### config.mk
export PLATFORM = sky130hd
export DESIGN_NAME = log_lut
export DESIGN_NICKNAME = d
export VERILOG_FILES = /design/src/rtl/log_lut.sv
export SDC_FILE = /design/constraint.sdc
export NUM_CORES = 2
export LEC_CHECK = 0
export ABC_AREA = 0
export CAP_MARGIN = 5
export CORE_ASPECT_RATIO = 1.5
export CORE_MARGIN = 2
export CORE_UTILIZATION = 55
export DETAILED_ROUTE_END_ITERATION = 8
export PLACE_DENSITY_LB_ADDON = 0.1
export SLEW_MARGIN = 30
export SYNTH_ARGS = -nofsm -noshare
export SYNTH_HDL_FRONTEND = slang
export SYNTH_SLANG_ARGS = --single-unit
### constraint.sdc
create_clock -name clock -period 12.5 [get_ports clock]
set_clock_uncertainty 0.15 [all_clocks]
set_input_delay 3.75 -clock clock [delete_from_list [all_inputs] [get_ports clock]]
set_output_delay 3.75 -clock clock [all_outputs]
set_load 0.05 [all_outputs]
### src/rtl/log_lut.sv
// Natural logarithm of a binary32 operand via exponent/mantissa split and a 32-segment linear LUT.
// Latency: result valid 4 edges after acceptance (DECODE, MAC, NORM, then DONE); one operand in flight.
// Backpressure: DONE holds result and flags unchanged until out_ready; in_ready is low until then.
//
// Ports:
//   clock, reset            rising-edge clock, synchronous active-high reset
//   in_valid/in_ready/x_in  operand handshake (x_in is sampled once, on acceptance)
//   out_valid/out_ready     result handshake
//   result                  binary32 ln(x_in)
//   invalid                 operand was NaN or negative non-zero
//   div_zero                operand was +/-0 or subnormal (flushed to zero)
module log_lut (
  input  logic        clock,
  input  logic        reset,
  input  logic        in_valid,
  output logic        in_ready,
  input  logic [31:0] x_in,
  output logic        out_valid,
  input  logic        out_ready,
  output logic [31:0] result,
  output logic        invalid,
  output logic        div_zero
);

  typedef enum logic [2:0] {IDLE, DECODE, MAC, NORM, DONE} state_t;
  typedef enum logic [1:0] {SP_NONE, SP_INVALID, SP_DIVZ, SP_INF} special_t;

  // ln(2) in Q8.24
  localparam logic signed [31:0] LN2 = 32'sh00B1_7218;

  // ln(1 + k/32) in Q68.60, evaluated at elaboration time only.
  // Uses ln(a/b) = 2*atanh(z), z = (a-b)/(a+b) = k/(64+k) <= 1/3, so the
  // odd-power series converges fast; 40 terms is far below 2^-60.
  function automatic logic [127:0] ln_q60(input int k);
    logic [127:0] z;
    logic [127:0] z2;
    logic [127:0] p;
    logic [127:0] sum;
    z   = (128'(k) << 60) / 128'(64 + k);
    z2  = (z * z) >> 60;
    p   = z;
    sum = '0;
    for (int n = 0; n < 40; n++) begin
      sum = sum + p / 128'(2 * n + 1);
      p   = (p * z2) >> 60;
    end
    return sum << 1;
  endfunction

  // c0[i] = round(ln(1+i/32) * 2^24), packed 24 bits per entry
  function automatic logic [32*24-1:0] build_c0();
    logic [32*24-1:0] t;
    t = '0;
    for (int i = 0; i < 32; i++)
      t[i*24 +: 24] = 24'((ln_q60(i) + (128'd1 << 35)) >> 36);
    return t;
  endfunction

  // c1[i] = round(32 * (ln(1+(i+1)/32) - ln(1+i/32)) * 2^24), packed 25 bits per entry
  function automatic logic [32*25-1:0] build_c1();
    logic [32*25-1:0] t;
    t = '0;
    for (int i = 0; i < 32; i++)
      t[i*25 +: 25] = 25'((((ln_q60(i + 1) - ln_q60(i)) << 5) + (128'd1 << 35)) >> 36);
    return t;
  endfunction

  localparam logic [32*24-1:0] C0_TAB = build_c0();
  localparam logic [32*25-1:0] C1_TAB = build_c1();

  state_t state, state_nxt;

  logic [31:0]        x_q;
  logic signed [8:0]  e_q;
  logic [4:0]         idx_q;
  logic [17:0]        off_q;
  special_t           spec_q;
  logic signed [31:0] y_q;
  logic [31:0]        res_q;
  logic               inv_q;
  logic               dz_q;

  // ---------------- FSM ----------------
  always_ff @(posedge clock) begin
    if (reset) state <= IDLE;
    else       state <= state_nxt;
  end

  always_comb begin
    in_ready  = (state == IDLE) && !reset;
    out_valid = (state == DONE);
    invalid   = (state == DONE) && inv_q;
    div_zero  = (state == DONE) && dz_q;
    result    = res_q;
    state_nxt = state;
    case (state)
      IDLE:    if (in_valid && in_ready) state_nxt = DECODE;
      DECODE:  state_nxt = MAC;
      MAC:     state_nxt = NORM;
      NORM:    state_nxt = DONE;
      DONE:    if (out_ready) state_nxt = IDLE;
      default: state_nxt = IDLE;
    endcase
  end

  // ---------------- DECODE ----------------
  // Priority matters: NaN of either sign is invalid, any E=0 (including -0
  // and negative subnormals) is div_zero, then remaining negatives are invalid.
  special_t spec_dec;
  always_comb begin
    spec_dec = SP_NONE;
    if (x_q[30:23] == 8'hFF && x_q[22:0] != 23'd0) spec_dec = SP_INVALID;
    else if (x_q[30:23] == 8'h00)                  spec_dec = SP_DIVZ;
    else if (x_q[31])                              spec_dec = SP_INVALID;
    else if (x_q[30:23] == 8'hFF)                  spec_dec = SP_INF;
  end

  // ---------------- MAC ----------------
  logic [23:0]        c0_sel;
  logic [24:0]        c1_sel;
  logic [19:0]        interp;
  logic signed [31:0] e_term;
  logic signed [31:0] y_mac;
  always_comb begin
    c0_sel = C0_TAB[idx_q*24 +: 24];
    c1_sel = C1_TAB[idx_q*25 +: 25];
    // c1 * d / 2^23 = slope * (d / 2^18) in Q24; the 43-bit product is truncated
    interp = 20'((43'(c1_sel) * 43'(off_q)) >> 23);
    e_term = 32'(e_q) * LN2;
    y_mac  = e_term + $signed(32'(c0_sel)) + $signed(32'(interp));
  end

  // ---------------- NORM ----------------
  logic [31:0] mag;
  logic [4:0]  lead;
  logic [22:0] frac;
  logic [31:0] norm_val;
  logic [31:0] res_nxt;
  logic        inv_nxt;
  logic        dz_nxt;
  always_comb begin
    mag  = y_q[31] ? 32'(-y_q) : 32'(y_q);
    lead = '0;
    for (int b = 0; b < 31; b++)
      if (mag[b]) lead = 5'(b);
    // Shift the leading one to bit 31; the 23 bits below it are the mantissa.
    // Zero fill covers lead < 23, dropping the low bits truncates lead > 23.
    frac = 23'((mag << (5'd31 - lead)) >> 8);
    // value = mag * 2^-24, so the biased exponent is lead - 24 + 127
    norm_val = (y_q == 32'sd0) ? 32'd0 : {y_q[31], 8'(lead) + 8'd103, frac};

    res_nxt = norm_val;
    inv_nxt = 1'b0;
    dz_nxt  = 1'b0;
    case (spec_q)
      SP_INVALID: begin res_nxt = 32'h7FC0_0000; inv_nxt = 1'b1; end
      SP_DIVZ:    begin res_nxt = 32'hFF80_0000; dz_nxt  = 1'b1; end
      SP_INF:     res_nxt = 32'h7F80_0000;
      default:    ;
    endcase
  end

  // ---------------- datapath registers ----------------
  always_ff @(posedge clock) begin
    if (reset) begin
      x_q    <= '0;
      e_q    <= '0;
      idx_q  <= '0;
      off_q  <= '0;
      spec_q <= SP_NONE;
      y_q    <= '0;
      res_q  <= '0;
      inv_q  <= 1'b0;
      dz_q   <= 1'b0;
    end else begin
      case (state)
        IDLE: if (in_valid && in_ready) x_q <= x_in;
        DECODE: begin
          e_q    <= {1'b0, x_q[30:23]} - 9'd127;
          idx_q  <= x_q[22:18];
          off_q  <= x_q[17:0];
          spec_q <= spec_dec;
        end
        MAC:  y_q <= y_mac;
        NORM: begin
          res_q <= res_nxt;
          inv_q <= inv_nxt;
          dz_q  <= dz_nxt;
        end
        default: ;
      endcase
    end
  end

endmodule

Yosys cells after proc, flatten, opt, wreduce, memory -nomap -nowiden
Cells that the tools add are included.
{"block": "word_totals", "word_cells": 87, "reg_bits": 135, "input_bits": 36}
{"block": "op_classes", "mux": 42, "reduce_logical": 12, "n_shift": 3, "n_mul": 4, "eq_ne": 10, "n_addsub": 6}
{"cell": "$shiftx A800 B11 Y25 const A", "count": 1}
{"cell": "$shiftx A768 B11 Y24 const A", "count": 1}
{"cell": "$mux W5", "count": 29}
{"cell": "$pmux W32 S3", "count": 1}
{"cell": "$mux W32", "count": 2}
{"cell": "$mul A25 B18 Y43", "count": 1}
{"cell": "$add A32 B21 Y32", "count": 1}
{"cell": "$add A32 B25 Y32", "count": 1}
{"cell": "$logic_not A32 Y1", "count": 1}
{"cell": "$neg A32 Y32", "count": 1}
{"cell": "$shl A32 B5 Y31", "count": 1}
{"cell": "$mul A9 B22 Y29 const B", "count": 1}
{"cell": "$reduce_bool A23 Y1", "count": 1}
{"cell": "$pmux W3 S5", "count": 1}
{"cell": "$mul A5 B5 Y10 const B", "count": 1}
{"cell": "$sub A8 B7 Y9 const B", "count": 1}
{"cell": "$add A5 B7 Y8 const B", "count": 1}
{"cell": "$eq A8 B8 Y1 const B", "count": 1}
{"cell": "$logic_not A8 Y1", "count": 1}
{"cell": "$mux W2", "count": 4}
{"cell": "$mul A5 B2 Y7 const B", "count": 1}
{"cell": "$eq A3 B2 Y1 const B", "count": 2}
{"cell": "$mux W3", "count": 2}
{"cell": "$logic_and A1 B1 Y1", "count": 5}
{"cell": "other kinds (10)", "count": 15}

Longest topological paths before layout
{"block": "depth", "ltp_word": 36, "depth_mapped": 51, "mapped_depth_nobuf": 48}

Worst setup path before layout
No wires, ideal clock.
{"block": "synth_path", "path_type": "reg2reg", "startpoint": "register idx_q[2]", "endpoint": "register y_q[29]", "path_buffers": 5, "t_arrival_ns": 11.812, "setup_time_ns": 0.116, "period_less_slack_ns": 12.078, "setup_slack_ns": 0.422, "path_stages_with_launch": 50, "path_cell_list": "dfxtp_1 > clkbuf_1 > clkinv_1 > clkbuf_1 > clkbuf_1 > buf_1 > ha_1 > inv_1 > o221ai_1 > a21oi_1 > a21oi_1 > clkbuf_1 > nand2_1 > fa_1 > fa_1 > fa_1 > inv_1 > fa_1 > [... 14 more ...] > nor2b_1 > nor2_1 > xnor2_1 > fa_1 > ha_1 > a21o_1 > a21oi_1 > nor3b_1 > nor4b_1 > a221o_1 > a211oi_1 > o21bai_1 > a21oi_1 > o21a_1 > o21ai_0 > nor2b_1 > xnor2_1 > o211a_1"}
{"block": "synth_via", "elab_chain_len": 4}
{"element": "from (decl)", "line": "75", "rtl": "logic [4:0] idx_q;"}
{"element": "from (signal assigned)", "line": "180", "rtl": "idx_q <= x_q[22:18];"}
{"element": "$mul A5 B5 Y10 or $mul A5 B2 Y7 (tied branches)", "line": "126, 125"}
{"element": "$shiftx A800 B11 Y25 or $shiftx A768 B11 Y24 (tied branches)", "line": "126, 125"}
{"element": "$mul A25 B18 Y43 or $add A32 B25 Y32 (tied branches)", "line": "128, 130"}
{"element": "$add A32 B21 Y32 *", "line": "130", "rtl": "y_mac = e_term + $signed(32'(c0_sel)) + $signed(32'(interp));"}
{"element": "to (signal assigned)", "line": "184", "rtl": "MAC: y_q <= y_mac;"}
{"element": "to (decl)", "line": "78", "rtl": "logic signed [31:0] y_q;"}
Mark *: on every way between the ends. The rest lies on a longest branch, timed or not.
A chain may end at the register's enable or synchronous reset.

Final worst setup path
{"block": "layout_path", "startpoint": "register idx_q[0]", "endpoint": "register y_q[29]"}
The elaborated chain is that of the path after synthesis.

==> impl_metrics.py <==
metrics = {
    "place": {
        "dpl.cell_count": 4146,
        "hpwlAfterDp_mm": 75.5,
        "gp_congestion": 0.991,
        "place_worst_setup_slack_ns": 0.504,
        "port_buffers": 71,
        "dpl_cell_area_um2": 29800,
    },
    "cts": {
        "cts_max_level": 4,
        "cts.sinks": 135,
        "cts_root_buffer": "clkbuf_16",
        "cts_made_buffers": 17,
        "postCtsHoldBufs": 0,
        "cts_tree": "done",
        "clk_pin_slew_ns": 0.07,
        "clock_path_buffers": 2,
        "worstSkewPairLatency_ns": 0.45,
    },
    "sta": {
        "tightest_slew_ns": 1.02,
        "hold_viol": 0,
        "fin_crit_sh_pct": 94.8,
        "setup-tns-final_ns": 0,
        "drv_slew": 0,
        "rsz0062_at_grt": "false",
        "setup_slack_ns": 0.648,
        "slew_headroom_pct": 31.4,
        "min_period_ns": 11.85,
        "finalSetupViolCount": 0,
        "hold_ws_ns": 0.305,
        "max_freq_mhz": 84.4,
    },
    "detailed_routing": {
        "num_vias": 25300,
        "drtIter0Drc": 1786,
        "drc": 0,
        "postRouteAntennaNets": 0,
        "finalWirelength_mm": 93.4,
        "wl_per_cell_um": 22.3,
        "via_per_inst": 6.05,
        "drtPass1Iterations": 5,
    },
    "critical_path": {
        "cp_data_required_time_ns": 12.69,
        "critical_path.most_common_cell": "fa_1",
        "r2r_slack_ns": 0.65,
        "r2r_cells": 47,
        "path_class": "reg2reg",
        "worstPathMaxFanout": 18,
        "cp_slowest_stage_delay_ns": 0.52,
        "slowest_stage": "fa_1",
        "cp.arrival_ns": 12.04,
        "r2r_start": "idx_q[0]",
        "critPathCaptureType": "register",
        "reg2reg_to": "y_q[29]",
        "critPathLaunchType": "register",
    },
    "synth": {
        "synth-edff-count": 0,
        "syn_area_um2": 28400,
        "synth_fa_ha_area_share_pct": 40.5,
        "synth_compound_area_share_pct": 14.6,
        "synthSimpleGateAreaFrac_pct": 19.0,
        "synth_top_family_by_area": "adder cells",
        "synthXorXnorAreaFrac_pct": 3.51,
        "ys_warn_count": 0,
        "synth.area.top_cells": "fa_1, ha_1, dfxtp_1",
        "syn_nets": 4227,
        "synthDominantCellAreaShare_pct": 28.8,
        "synth_top_area_cell": "fa_1",
        "avgSynthCellArea_um2": 8.07,
        "ys_seq_area_share_pct": 9.52,
        "ys_ff_latch": 135,
        "syn_inst": 3518,
        "async_flop_share_pct": 0,
        "ys.flop_type": "dfxtp_1",
        "yosysUniqueCellTypes": 97,
        "synth.mux.area_fraction_pct": 2.69,
    },
    "global_route": {
        "grt_pass1_wl_mm": 145,
        "grt-ovfl-total": 0,
        "antenna_found_initial": 0,
        "grt_pass1_vias": 26100,
        "grt_start_max_net_pins": 97,
        "grt_use_total_pct": 35.4,
    },
    "die": {
        "die_area_um2": 53500,
        "fp.dieW_um": 189,
        "io_pins": 72,
        "dieHeight_um": 282,
        "core_area_um2": 51300,
        "start_util_pct": 55.3,
        "fp-row-count": 102,
    },
    "layout": {
        "nets": 4202,
        "postLayoutCoreUtil_pct": 59.4,
        "final_cell_count_no_fill": 4182,
        "drive_above_1_share_pct": 6.05,
        "antenna_cells": 0,
        "syn_to_final_growth_pct": 7.40,
        "finalInstanceArea_um2": 30500,
    },
    "job": {
        "max_cap_violations": 0,
    },
    "power": {
        "p_per_area_nw_per_um2": 114,
        "worst_ir_drop_vdd_mv": 0.187,
        "leakage_nw": 14.9,
        "p_total_mw": 3.47,
    },
    "min_path": {
        "hold_path_end": "off_q[0]",
        "min_path_cells": 2,
        "holdCritPathClass": "reg2reg",
        "hold_start": "off_q[0]",
    },
    "status": {
        "status": "complete, no violations",
    },
}
## timing repair
item	CTS	global route
setup buffers	0	4
gates resized for setup	0	13
endpoints found under the setup margin	0	5
## registers in the layout (all words and copies together), names as in the netlist
name / count
result: 32
x_q: 32
state: 3
off_q: 18
dz_q: 1
e_q: 9
inv_q: 1
spec_q: 2
y_q: 32
idx_q: 5
## cell families after synthesis
| group | count (synthesis) |
|---|---|
| AOI/OAI and AO/OA | 632 |
| and+or+nand+nor | 1145 |
| xor gates and xnor gates | 113 |
| adders and majority gates | 673 |
| DFF | 135 |
| muxes | 71 |
| buffers and inverters | 749 |
## worst max-delay path, delay by kind of cell (launching register included)
family	cells	cell delay (ns)
adder cells (fa/ha/maj)	10	4.46
AND/OR/NAND/NOR	10	1.66
AO/OA/AOI/OAI	18	3.94
buffers and inverters	7	0.86
flip-flops	1	0.34
XOR/XNOR	2	0.30
## Yosys cell counts, drive strengths merged, types with 8 or more instances
cell and instances:
mux2i 50, dfxtp 135, nand2 554, a211oi 27, nor3b 10, or3 23
buf 48, nand3 38, and3 10, and2 147, o22ai 10, o21a 19
nor4 20, ha 265, nor2b 24, nor2 185, o41ai 12, xnor2 64
nor3 48, o221ai 9, a221oi 8, a31oi 27, o31ai 17, inv 543
a21oi 224, a21o 20, o21ai 119, mux2 20, nand2b 26, fa 408
nand4 19, a211o 13, a22oi 8, xor2 49, a311oi 11, or2 15
o211ai 18, o211a 8, clkbuf 155, o2111ai 11
## cell type report
cell class              count  area [um2]
well taps                 676         846
inverters                 546        2050
clock inverters            15         194
clock buffers              17         425
multi-input cells        2634       22900
fillers                  4766       20800
flip-flops and latches    135        2710
repair buffers            159        1400
## cell usage in the layout, fill, tap and decap left out, types with 45 or more instances in the layout
cell / netlist / final
nand2_1: 552 / 551
inv_1: 541 / 540
fa_1: 408 / 408
ha_1: 265 / 261
a21oi_1: 224 / 221
nor2_1: 182 / 177
and2_1: 147 / 147
dfxtp_1: 135 / 131
o21ai_0: 108 / 107
buf_4: 8 / 85
clkdlybuf4s50_1: 0 / 70
xnor2_1: 63 / 63
mux2i_1: 50 / 50
xor2_1: 49 / 49
nor3_1: 45 / 45
## how the worst max path moves through the flow
stage              from      end  depth (start not counted)
5_1_grt        idx_q[1]  y_q[27]                         49
2_1_floorplan  idx_q[2]  y_q[29]                         49
3_5_place_dp   idx_q[1]  y_q[29]                         46
4_1_cts        idx_q[1]  y_q[29]                         46
6_report       idx_q[0]  y_q[29]                         47
3_3_place_gp   idx_q[3]  y_q[29]                         46
## layer usage
layer	global-route usage, %	up-vias	wire length (um)
met2	65.7	997	49200
met5	0	-	0
met4	22.3	0	6740
met1	38.3	12500	32900
met3	3.59	337	4520
li1	-	11400	-
## power by group
group          switching [mW]  internal, mW
clock network           0.237         0.289
registers              0.0641         0.459
logic                    1.57         0.853
Power figures use the tool's default switching activity.
